`src/rtl/leaf_egress_arbiter_if.sv`:
```
// Bundle between the user-side output streams, the credit return path and the
// BFT egress of one leaf. The arbiter sits on the slave side.
interface leaf_egress_arbiter_if #(
  parameter int NUM_OUT_PORTS = 5,
  parameter int PAYLOAD_BITS  = 32,
  parameter int NUM_LEAF_BITS = 5,
  parameter int NUM_PORT_BITS = 4,
  parameter int NUM_ADDR_BITS = 7,
  parameter int PACKET_BITS   = 49
);
  logic [NUM_OUT_PORTS*PAYLOAD_BITS-1:0]                  din_leaf_user2interface;
  logic [NUM_OUT_PORTS-1:0]                               vld_user2interface;
  logic [NUM_OUT_PORTS-1:0]                               ack_interface2user;
  logic [NUM_OUT_PORTS*(NUM_LEAF_BITS+NUM_PORT_BITS)-1:0] dest_cfg;
  logic                                                   credit_upd_vld;
  logic [NUM_PORT_BITS-1:0]                               credit_upd_port;
  logic [NUM_ADDR_BITS:0]                                 credit_upd_amount;
  logic                                                   resend;
  logic [PACKET_BITS-1:0]                                 dout_leaf_interface2bft;
  logic                                                   credit_err;

  modport master (
    output din_leaf_user2interface, vld_user2interface, dest_cfg,
           credit_upd_vld, credit_upd_port, credit_upd_amount, resend,
    input  ack_interface2user, dout_leaf_interface2bft, credit_err
  );

  modport slave (
    input  din_leaf_user2interface, vld_user2interface, dest_cfg,
           credit_upd_vld, credit_upd_port, credit_upd_amount, resend,
    output ack_interface2user, dout_leaf_interface2bft, credit_err
  );
endinterface

```
`src/rtl/leaf_egress_arbiter.sv`:
```
// Credit-based round-robin arbiter merging NUM_OUT_PORTS user streams onto one
// BFT egress; each granted payload is tagged with its destination and write pointer.
module leaf_egress_arbiter #(
  parameter int NUM_OUT_PORTS = 5,
  parameter int PAYLOAD_BITS  = 32,
  parameter int NUM_LEAF_BITS = 5,
  parameter int NUM_PORT_BITS = 4,
  parameter int NUM_ADDR_BITS = 7,
  parameter int PACKET_BITS   = 49
) (
  input  logic                  clk,
  input  logic                  reset_n,
  leaf_egress_arbiter_if.slave  bus
);

  localparam int DEST_BITS = NUM_LEAF_BITS + NUM_PORT_BITS;
  localparam int CW        = NUM_ADDR_BITS + 1;
  localparam int GW        = (NUM_OUT_PORTS > 1) ? $clog2(NUM_OUT_PORTS) : 1;
  localparam logic [CW-1:0] CREDIT_MAX = CW'(1) << NUM_ADDR_BITS;

  logic [CW-1:0]            credit_q [NUM_OUT_PORTS];
  logic [CW-1:0]            credit_d [NUM_OUT_PORTS];
  logic [NUM_ADDR_BITS-1:0] wptr_q   [NUM_OUT_PORTS];
  logic [NUM_ADDR_BITS-1:0] wptr_d   [NUM_OUT_PORTS];
  logic [GW-1:0]            lastGrant_q, lastGrant_d;
  logic [PACKET_BITS-1:0]   dout_q, dout_d;
  logic                     creditErr_q, creditErr_d;

  logic [PAYLOAD_BITS-1:0]  payload [NUM_OUT_PORTS];
  logic [DEST_BITS-1:0]     dest    [NUM_OUT_PORTS];
  logic [CW:0]              creditSum [NUM_OUT_PORTS];
  logic [NUM_OUT_PORTS-1:0] eligible;
  logic [NUM_OUT_PORTS-1:0] grantOneHot;
  logic [NUM_OUT_PORTS-1:0] updHit;
  logic                     grantVld;
  logic [GW-1:0]            grantIdx;
  logic [GW:0]              candIdx;
  logic                     updBadPort;
  logic                     anyOverflow;

  // Eligibility is gated by reset_n so no ack can leak out while held in reset.
  always_comb begin
    for (int i = 0; i < NUM_OUT_PORTS; i++) begin
      payload[i]  = bus.din_leaf_user2interface[i*PAYLOAD_BITS +: PAYLOAD_BITS];
      dest[i]     = bus.dest_cfg[i*DEST_BITS +: DEST_BITS];
      eligible[i] = reset_n && bus.vld_user2interface[i] &&
                    (credit_q[i] != '0) && !bus.resend;
    end
  end

  always_comb begin
    grantVld = 1'b0;
    grantIdx = lastGrant_q;
    candIdx  = '0;
    for (int k = 1; k <= NUM_OUT_PORTS; k++) begin
      candIdx = {1'b0, lastGrant_q} + (GW+1)'(k);
      if (candIdx >= (GW+1)'(NUM_OUT_PORTS)) begin
        candIdx = candIdx - (GW+1)'(NUM_OUT_PORTS);
      end
      if (!grantVld && eligible[candIdx[GW-1:0]]) begin
        grantVld = 1'b1;
        grantIdx = candIdx[GW-1:0];
      end
    end
  end

  always_comb begin
    dout_d = '0;
    for (int i = 0; i < NUM_OUT_PORTS; i++) begin
      grantOneHot[i] = grantVld && (grantIdx == GW'(i));
      if (grantOneHot[i]) begin
        dout_d = {1'b1, dest[i], wptr_q[i], payload[i]};
      end
    end
  end

  // Grant and credit return on the same port net out in a single cycle.
  always_comb begin
    updBadPort  = bus.credit_upd_vld &&
                  ({1'b0, bus.credit_upd_port} >= (NUM_PORT_BITS+1)'(NUM_OUT_PORTS));
    anyOverflow = 1'b0;
    for (int i = 0; i < NUM_OUT_PORTS; i++) begin
      updHit[i]    = bus.credit_upd_vld && (bus.credit_upd_port == NUM_PORT_BITS'(i));
      creditSum[i] = {1'b0, credit_q[i]}
                   + (updHit[i] ? {1'b0, bus.credit_upd_amount} : '0)
                   - {{CW{1'b0}}, grantOneHot[i]};
      if (creditSum[i] > {1'b0, CREDIT_MAX}) begin
        credit_d[i] = CREDIT_MAX;
        anyOverflow = 1'b1;
      end else begin
        credit_d[i] = creditSum[i][CW-1:0];
      end
      wptr_d[i] = grantOneHot[i] ? wptr_q[i] + NUM_ADDR_BITS'(1) : wptr_q[i];
    end
    creditErr_d = creditErr_q | anyOverflow | updBadPort;
    lastGrant_d = grantVld ? grantIdx : lastGrant_q;
  end

  always_ff @(posedge clk or negedge reset_n) begin
    if (!reset_n) begin
      for (int i = 0; i < NUM_OUT_PORTS; i++) begin
        credit_q[i] <= CREDIT_MAX;
        wptr_q[i]   <= '0;
      end
      lastGrant_q <= GW'(NUM_OUT_PORTS - 1);
      dout_q      <= '0;
      creditErr_q <= 1'b0;
    end else begin
      for (int i = 0; i < NUM_OUT_PORTS; i++) begin
        credit_q[i] <= credit_d[i];
        wptr_q[i]   <= wptr_d[i];
      end
      lastGrant_q <= lastGrant_d;
      dout_q      <= dout_d;
      creditErr_q <= creditErr_d;
    end
  end

  assign bus.ack_interface2user      = grantOneHot;
  assign bus.dout_leaf_interface2bft = dout_q;
  assign bus.credit_err              = creditErr_q;

endmodule
```
`src/flat_wrapper.sv`:
```
// flat-port wrapper written by rule: the top's interface ports become plain ports
module leaf_egress_arbiter_flat 
#(
  parameter int NUM_OUT_PORTS = 5,
  parameter int PAYLOAD_BITS  = 32,
  parameter int NUM_LEAF_BITS = 5,
  parameter int NUM_PORT_BITS = 4,
  parameter int NUM_ADDR_BITS = 7,
  parameter int PACKET_BITS   = 49
)
  (clk, reset_n, bus_din_leaf_user2interface, bus_vld_user2interface, bus_dest_cfg, bus_credit_upd_vld, bus_credit_upd_port, bus_credit_upd_amount, bus_resend, bus_ack_interface2user, bus_dout_leaf_interface2bft, bus_credit_err);
  leaf_egress_arbiter_if #(.NUM_OUT_PORTS(NUM_OUT_PORTS), .PAYLOAD_BITS(PAYLOAD_BITS), .NUM_LEAF_BITS(NUM_LEAF_BITS), .NUM_PORT_BITS(NUM_PORT_BITS), .NUM_ADDR_BITS(NUM_ADDR_BITS), .PACKET_BITS(PACKET_BITS)) bus_i ();
  input  logic clk;
  input  logic reset_n;
  input wire logic [$bits(bus_i.din_leaf_user2interface)-1:0] bus_din_leaf_user2interface;
  input wire logic [$bits(bus_i.vld_user2interface)-1:0] bus_vld_user2interface;
  input wire logic [$bits(bus_i.dest_cfg)-1:0] bus_dest_cfg;
  input wire logic [$bits(bus_i.credit_upd_vld)-1:0] bus_credit_upd_vld;
  input wire logic [$bits(bus_i.credit_upd_port)-1:0] bus_credit_upd_port;
  input wire logic [$bits(bus_i.credit_upd_amount)-1:0] bus_credit_upd_amount;
  input wire logic [$bits(bus_i.resend)-1:0] bus_resend;
  output wire logic [$bits(bus_i.ack_interface2user)-1:0] bus_ack_interface2user;
  output wire logic [$bits(bus_i.dout_leaf_interface2bft)-1:0] bus_dout_leaf_interface2bft;
  output wire logic [$bits(bus_i.credit_err)-1:0] bus_credit_err;
  assign bus_i.din_leaf_user2interface = bus_din_leaf_user2interface;
  assign bus_i.vld_user2interface = bus_vld_user2interface;
  assign bus_i.dest_cfg = bus_dest_cfg;
  assign bus_i.credit_upd_vld = bus_credit_upd_vld;
  assign bus_i.credit_upd_port = bus_credit_upd_port;
  assign bus_i.credit_upd_amount = bus_credit_upd_amount;
  assign bus_i.resend = bus_resend;
  assign bus_ack_interface2user = bus_i.ack_interface2user;
  assign bus_dout_leaf_interface2bft = bus_i.dout_leaf_interface2bft;
  assign bus_credit_err = bus_i.credit_err;
  leaf_egress_arbiter #(.NUM_OUT_PORTS(NUM_OUT_PORTS), .PAYLOAD_BITS(PAYLOAD_BITS), .NUM_LEAF_BITS(NUM_LEAF_BITS), .NUM_PORT_BITS(NUM_PORT_BITS), .NUM_ADDR_BITS(NUM_ADDR_BITS), .PACKET_BITS(PACKET_BITS)) u_core (.clk(clk), .reset_n(reset_n), .bus(bus_i));
endmodule
```
`config.mk`:
```
export PLATFORM = sky130hd
export DESIGN_NAME = leaf_egress_arbiter_flat
export DESIGN_NICKNAME = d
export VERILOG_FILES = /design/src/rtl/leaf_egress_arbiter_if.sv /design/src/rtl/leaf_egress_arbiter.sv /design/src/flat_wrapper.sv
export SDC_FILE = /design/constraint.sdc
export NUM_CORES = 1
export LEC_CHECK = 0
export BUFFER_PORTS_ARGS = -buffer_cell sky130_fd_sc_hd__clkbuf_2
export CAP_MARGIN = 20
export CORE_ASPECT_RATIO = 1.1
export CORE_MARGIN = 2
export CORE_UTILIZATION = 23
export CTS_CLUSTER_SIZE = 10
export DETAILED_ROUTE_END_ITERATION = 6
export GPL_TIMING_DRIVEN = 0
export PLACE_DENSITY = 0.43
export SYNTH_ARGS = -nofsm -noshare
export SYNTH_HDL_FRONTEND = slang
export SYNTH_SLANG_ARGS = --single-unit
```
`constraint.sdc`:
```
create_clock -name clk -period 7.51 [get_ports clk]
set_input_delay 1.1265 -clock clk [delete_from_list [all_inputs] [get_ports clk]]
set_output_delay 1.1265 -clock clk [all_outputs]
set_load 0.03 [all_outputs]
```
# --- Word level (Yosys, flattened, before mapping) ---
# Cells that the tools add are included.
classes:
  n_addsub: 25
  n_lt_le_gt_ge: 16
  eq_ne: 8
  n_mux: 45
  bitwise: 2
  reduce_logical: 42
ops:
  columns: ["op", "n"]
  rows:
  - ["49-bit 2-to-1 mux", 5]
  - ["8-bit 2-to-1 mux", 10]
  - ["8-bit by 9-bit adder with 9-bit output", 5]
  - ["9-bit by 8-bit greater-than comparator with 1-bit output, second input constant", 5]
  - ["9-bit by 1-bit subtractor with 9-bit output", 5]
  - ["8-bit nonzero test", 5]
  - ["7-bit by 1-bit adder with 7-bit output, second input constant", 5]
  - ["1-bit logical AND", 30]
  - ["3-bit 2-to-1 mux", 10]
  - ["4-bit by 3-bit greater-or-equal comparator with 1-bit output, second input constant", 6]
  - ["3-bit by 4-bit < comparator with 1-bit output, second input constant", 5]
  - ["1-bit binary-select mux with 3-bit select", 5]
  - ["1-bit 2-to-1 mux", 15]
  - ["3-bit subtractor, second input constant", 5]
  - ["3-bit by 2-bit adder with 4-bit output, second input constant", 2]
  - ["3-bit by 3-bit adder with 4-bit output, second input constant", 2]
  - ["4-bit by 2-bit equality test with 1-bit output, second input constant", 2]
  - ["3-bit by 2-bit equality test with 1-bit output, second input constant", 2]
  - ["1-bit logical NOT", 5]
  - ["3-bit by 1-bit adder with 4-bit output, second input constant", 1]
  - ["4-bit by 1-bit equality test with 1-bit output, second input constant", 1]
  - ["4-bit by 3-bit equality test with 1-bit output, second input constant", 1]
  - ["4-bit logical NOT", 1]
  - ["3-bit by 1-bit equality test with 1-bit output, second input constant", 1]
  - ["3 further kinds", 4]
totals:
  regBits: 128
  elab_cells: 151

# --- Logic depth before layout (Yosys ltp) ---
logic_depth:
  word_depth: 29
  mapped_depth: 30

# --- Worst setup path after synthesis ---
# No wires, ideal clock.
synth_timing:
  path_kind: "register to register"
  start: "reg u_core.lastGrant_q[2]"
  end: "reg u_core.creditErr_q (netlist: u_core.bus.credit_err)"
  setup_time_ns: 0.132
  t_arrival_ns: 6.693
  t_required_ns: 7.378
  slack_ns: 0.684
  path_stages_with_launch: 27
  period_less_slack_ns: 6.826
  cell_sequence: "dfstp_2 inv_1 ha_1 or3b_2 a221oi_1 mux4_2 and2_1 a31o_2 nor2_1 a21boi_1 nor3_4 nor2_1 ha_1 inv_1 ha_1 inv_1 fa_1 nor2b_1 o21ai_0 a21boi_0 o21ai_0 a21boi_0 nor2_1 nor4_1 o22ai_1 nor4_1 nand3b_1"
synth_lines:
  columns: ["item", "line_no", "text"]
  rows:
  - ["from (decl)", "leaf_egress_arbiter.sv:25", "logic [GW-1:0] lastGrant_q, lastGrant_d;"]
  - ["from (signal assigned)", "leaf_egress_arbiter.sv:105", "lastGrant_q <= GW'(NUM_OUT_PORTS - 1);"]
  - ["from (signal assigned)", "leaf_egress_arbiter.sv:113", "lastGrant_q <= lastGrant_d;"]
  - ["3-bit by 1-bit adder with 4-bit output", "leaf_egress_arbiter.sv:56", "candIdx = {1'b0, lastGrant_q} + (GW+1)'(k);"]
  - ["4-bit by 3-bit greater-or-equal comparator with 1-bit output or 3-bit subtractor (tied branches)", "leaf_egress_arbiter.sv:57, leaf_egress_arbiter.sv:58", null]
  - ["3-bit 2-to-1 mux", "leaf_egress_arbiter.sv:57", "if (candIdx >= (GW+1)'(NUM_OUT_PORTS)) begin"]
  - ["1-bit binary-select mux with 3-bit select", "leaf_egress_arbiter.sv:60", "if (!grantVld && eligible[candIdx[GW-1:0]]) begin"]
  - ["1-bit 2-to-1 mux (not written as such)", "leaf_egress_arbiter.sv:60", null]
  - ["1-bit 2-to-1 mux", "leaf_egress_arbiter.sv:60", null]
  - ["1-bit logical NOT", "leaf_egress_arbiter.sv:60", null]
  - ["1-bit logical AND", "leaf_egress_arbiter.sv:60", null]
  - ["(+10 left out)", null, null]
  - ["3-bit by 2-bit equality test with 1-bit output", "leaf_egress_arbiter.sv:70", "grantOneHot[i] = grantVld && (grantIdx == GW'(i));"]
  - ["1-bit logical AND *", "leaf_egress_arbiter.sv:70", null]
  - ["net bus_ack_interface2user[3]", "flat_wrapper.sv:22", "output wire logic [$bits(bus_i.ack_interface2user)-1:0] bus_ack_interface2user;"]
  - ["9-bit by 1-bit subtractor with 9-bit output *", "leaf_egress_arbiter.sv:86", "- {{CW{1'b0}}, grantOneHot[i]};"]
  - ["9-bit by 8-bit greater-than comparator with 1-bit output *", "leaf_egress_arbiter.sv:87", "if (creditSum[i] > {1'b0, CREDIT_MAX}) begin"]
  - ["1-bit 2-to-1 mux * (2 in a row)", "leaf_egress_arbiter.sv:87", null]
  - ["1-bit bitwise OR * (2 in a row)", "leaf_egress_arbiter.sv:95", "creditErr_d = creditErr_q | anyOverflow | updBadPort;"]
  - ["net u_core.creditErr_d", "leaf_egress_arbiter.sv:27", "logic creditErr_q, creditErr_d;"]
  - ["to (signal assigned)", "leaf_egress_arbiter.sv:115", "creditErr_q <= creditErr_d;"]
  - ["to (decl)", "leaf_egress_arbiter.sv:27", null]
# The timed path passes the listed nets; every way through them passes the cells marked *. The select of a mux whose other input is x is not followed.
# A chain may end at the register's enable or synchronous reset.

# --- Worst setup path after layout ---
layout_timing:
  start: "reg u_core.lastGrant_q[0]"
  end: "reg u_core.creditErr_q (netlist: u_core.bus.credit_err)"
layout_between:
  elab_chain_cells: 29
layout_rtl:
  columns: ["item", "line_no"]
  rows:
  - ["3-bit by 1-bit adder with 4-bit output", "leaf_egress_arbiter.sv:56"]
  - ["4-bit by 3-bit greater-or-equal comparator with 1-bit output or 3-bit subtractor (tied branches)", "leaf_egress_arbiter.sv:57, leaf_egress_arbiter.sv:58"]
  - ["3-bit 2-to-1 mux", "leaf_egress_arbiter.sv:57"]
  - ["1-bit binary-select mux with 3-bit select", "leaf_egress_arbiter.sv:60"]
  - ["1-bit 2-to-1 mux (not written as such)", "leaf_egress_arbiter.sv:60"]
  - ["1-bit 2-to-1 mux", "leaf_egress_arbiter.sv:60"]
  - ["1-bit logical NOT", "leaf_egress_arbiter.sv:60"]
  - ["1-bit logical AND", "leaf_egress_arbiter.sv:60"]
  - ["(+10 left out)", null]
  - ["3-bit logical NOT", "leaf_egress_arbiter.sv:70"]
  - ["1-bit logical AND", "leaf_egress_arbiter.sv:70"]
  - ["9-bit by 1-bit subtractor with 9-bit output", "leaf_egress_arbiter.sv:86"]
  - ["9-bit by 8-bit greater-than comparator with 1-bit output", "leaf_egress_arbiter.sv:87"]
  - ["1-bit 2-to-1 mux (4 in a row)", "leaf_egress_arbiter.sv:87"]
  - ["1-bit 2-to-1 mux *", "leaf_egress_arbiter.sv:87"]
  - ["1-bit bitwise OR * (2 in a row)", "leaf_egress_arbiter.sv:95"]
  - ["net u_core.creditErr_d", "leaf_egress_arbiter.sv:27"]
# Marks and branches as above.

==> impl_results.md <==
* Post-Layout Cell Count at 2,005
* Hold_sp: u_core.wptr_q[34]$_DFFE_PN0N_
* Rows at 80
* Synth area leader: dfrtp_1
* Final Skew at 0.0139 ns
* Total grt overflow at 0
* Vias at 9,476
* Startpoint class of the critical path: flop
* Cell types occupying the most area after synthesis: dfrtp_1 31%, ha_1 12%, inv_1 6.2%, mux2i_1 4.5%, a32oi_1 3.4%
* Worst hold path depth at 1
* Final ANT Viol Nets at 0
* Crit path max-delay cell type: or4b_2
* Final slew viol count at 0
* Delay-heaviest family, CP: simple AND/OR/NAND/NOR gates
* R2R setup slack at 0.36 ns
* Largest net degree at the start of global routing at 94
* Post-layout util at 30.1%
* Final hold viol count at 0
* DRT iter0 DRCs at 485
* Die Area at 45,200 um2
* Avg Inst Size Synth at 8.99 um2
* Num CTS Buffers at 17
* Routed wire length per instance at 18.2 um
* Top Ports at 281
* Routability congestion estimate at 0.856
* Clock transition at path regs at 0.06 ns
* FILL cells at 4,687
* Fraction of layout cells with a size suffix above 1 at 28.8%
* First-pass GRT wire length at 55,700 um
* Number of synthesized flops with an enable pin at 0
* Root cell of the clock tree: clkbuf_16
* Worst Path Max Fanout at 10
* Most common cell in the netlist: inv_1
* Via-to-Cell Ratio at 4.73
* Relative slew slack at 48.4%
* Final setup violation count at 0
* Std-Cell Core Area at 43,100 um2
* Ant diodes at 0
* DIE WIDTH at 203 um
* Maximum root-to-sink buffer count at 2
* FFs w/ async S/R, synth at 100%
* Status: finished, final reports clean
* CTS Sinks at 128
* Critical Path AT at 7.46 ns
* Vias in the first global route at 9,783
* Die height at 223 um
* TritonCTS clock tree: done
* Mapped Cells at 1,112
* Yosys top cell area share at 30.5%
* Worst-skew pair later-pin latency at 0.45 ns
* Area growth, synth to finish at 29.7%
* Ys flop type: dfrtp_1
* Initial antenna violation count at 0
* Yosys Warn Count at 0
* Post-DP HPWL at 29,100 um
* Total global-route track usage at 16.1%
* Worst slew pin tran at 0.775 ns
* 1st-pass router iterations at 5
* Initial Utilization at 23.2%
* R2R Path Start: u_core.lastGrant_q[0]$_DFFE_PN0N_
* Critical path capture point type: flop
* Critical path required time at 7.82 ns
* Post-Syn Nets at 1,438
* Number of buffers and inverters on the critical path at 6
* Min cycle time layout at 7.15 ns
* Crit Path Category: reg2reg
* Placed insts at 1,967
* Commonest cells in the netlist: 165 x inv_1, 122 x dfrtp_1, 94 x ha_1
* Mapped cell area at 10000 um2
* Maxcap violations at 0
* # DRC at 0
* # nets final at 1,744
* Hold EP: u_core.wptr_q[34]$_DFFE_PN0N_
* Worst reg2reg path endpoint: u_core.bus.credit_err$_DFF_PN0_
* Yosys cell types at 77
* H-Tree Level Count at 4
* Slowest Stage Delay on Critical Path at 0.67 ns
* Final period util at 95.2%
* Port buffer count at 280
* #FFs+latches synth at 128
* Reg2Reg Depth at 28
* Worst hold path type: reg2reg
* Max Fclk at 140 MHz
* DRT Wirelength at 36,400 um
* Seq/Total Area, Yosys at 32.1%
## per-layer routing
| metal | routed length, um | share of wire [%] | track usage, % |
|---|---|---|---|
| met1 | 15000 | 41 | 18.4 |
| met2 | 18800 | 52 | 29.8 |
| met3 | 1950 | 5.4 | 3.39 |
| met4 | 618 | 1.7 | 4.92 |
| met5 | 0 | 0 | 0 |
## cell type report
cell class / instances / area (um2) / share of cell area [%]
inverters: 166 / 627 / 4.83
clock buffers: 22 / 454 / 3.50
plain buffers: 49 / 219 / 1.69
multi-input cells: 767 / 6120 / 47.2
clock inverters: 10 / 113 / 0.869
flip-flops and latches: 128 / 3210 / 24.8
repair buffers: 289 / 1500 / 11.6
well taps: 574 / 718 / 5.54
## cell usage in the layout, fill, tap and decap left out, types with 30 or more instances in the layout
| cell | count |
|---|---|
| ha_1 | 94 |
| a32oi_1 | 39 |
| nand2_1 | 53 |
| nor2_1 | 48 |
| nand4_1 | 52 |
| o21ai_0 | 37 |
| inv_1 | 163 |
| xnor2_1 | 37 |
| o211ai_1 | 42 |
| dfrtp_1 | 120 |
| clkbuf_2 | 279 |
| mux2i_1 | 45 |
| a21oi_1 | 30 |
## worst reg2reg max path: cells and delay by family, from the launching register on
kind                       cells  cell delay (ns)
adders and majority gates      4             1.10
and+or+nand+nor               10             2.49
buffers and inverters          6             0.99
DFF                            1             0.48
AOI/OAI and AO/OA              8             1.95
## state kept, by name, indices dropped and copies added, names as in the netlist
signal	cells
u_core.lastGrant_q	3
u_core.bus.dout_leaf_interface2bft	49
u_core.credit_q	40
u_core.wptr_q	35
u_core.bus.credit_err	1
## cells by family (layout without fill, tap and decap cells)
family	Yosys count	count (layout)	synth area share (%)
AOI/OAI and AO/OA	244	244	18.1
buffers and inverters	217	536	8.46
DFF	128	128	32.1
muxes	55	55	5.74
and+or+nand+nor	308	308	17.3
adders and majority gates	100	100	13.0
xor gates and xnor gates	60	60	5.26
## worst max-delay path by stage
stage                     cells after the start  slack, ns                               to                               from
after CTS                                    28       0.03  u_core.bus.credit_err$_DFF_PN0_  u_core.lastGrant_q[0]$_DFFE_PN0N_
final                                        28       0.36  u_core.bus.credit_err$_DFF_PN0_  u_core.lastGrant_q[0]$_DFFE_PN0N_
after floorplan                              26       0.68  u_core.bus.credit_err$_DFF_PN0_  u_core.lastGrant_q[2]$_DFFE_PN1N_
after detailed placement                     27      -1.10  u_core.bus.credit_err$_DFF_PN0_                            reset_n
after global placement                       27      -3.89  u_core.bus.credit_err$_DFF_PN0_                            reset_n
after global routing                         26      -0.02  u_core.bus.credit_err$_DFF_PN0_  u_core.lastGrant_q[2]$_DFFE_PN1N_
## what timing repair did
action                                  in CTS  in global routing
endpoints found under the setup margin      26                 25
pin swaps                                    2                  2
hold buffers                                 0                  0
gates cloned                                 0                  0
gates resized for setup                     20                 24
buffers inserted                             3                  5
## through the flow
step                      cell area (um2)  worst slack, ns  hold slack [ns]  setup TNS, ns
after floorplan                     10000            0.684            0.441              0
after global placement              12100            -3.89            0.459        -199.62
after detailed placement            12200            -1.10            0.457         -15.01
after CTS                           12800           0.0299            0.469              0
after global routing                13000          -0.0224            0.484        -0.0224
final                               13000            0.359            0.470              0
Power is left out: the tool's default activity adds up to more than one toggle a clock period on the data nets, which glitch-free logic cannot reach.
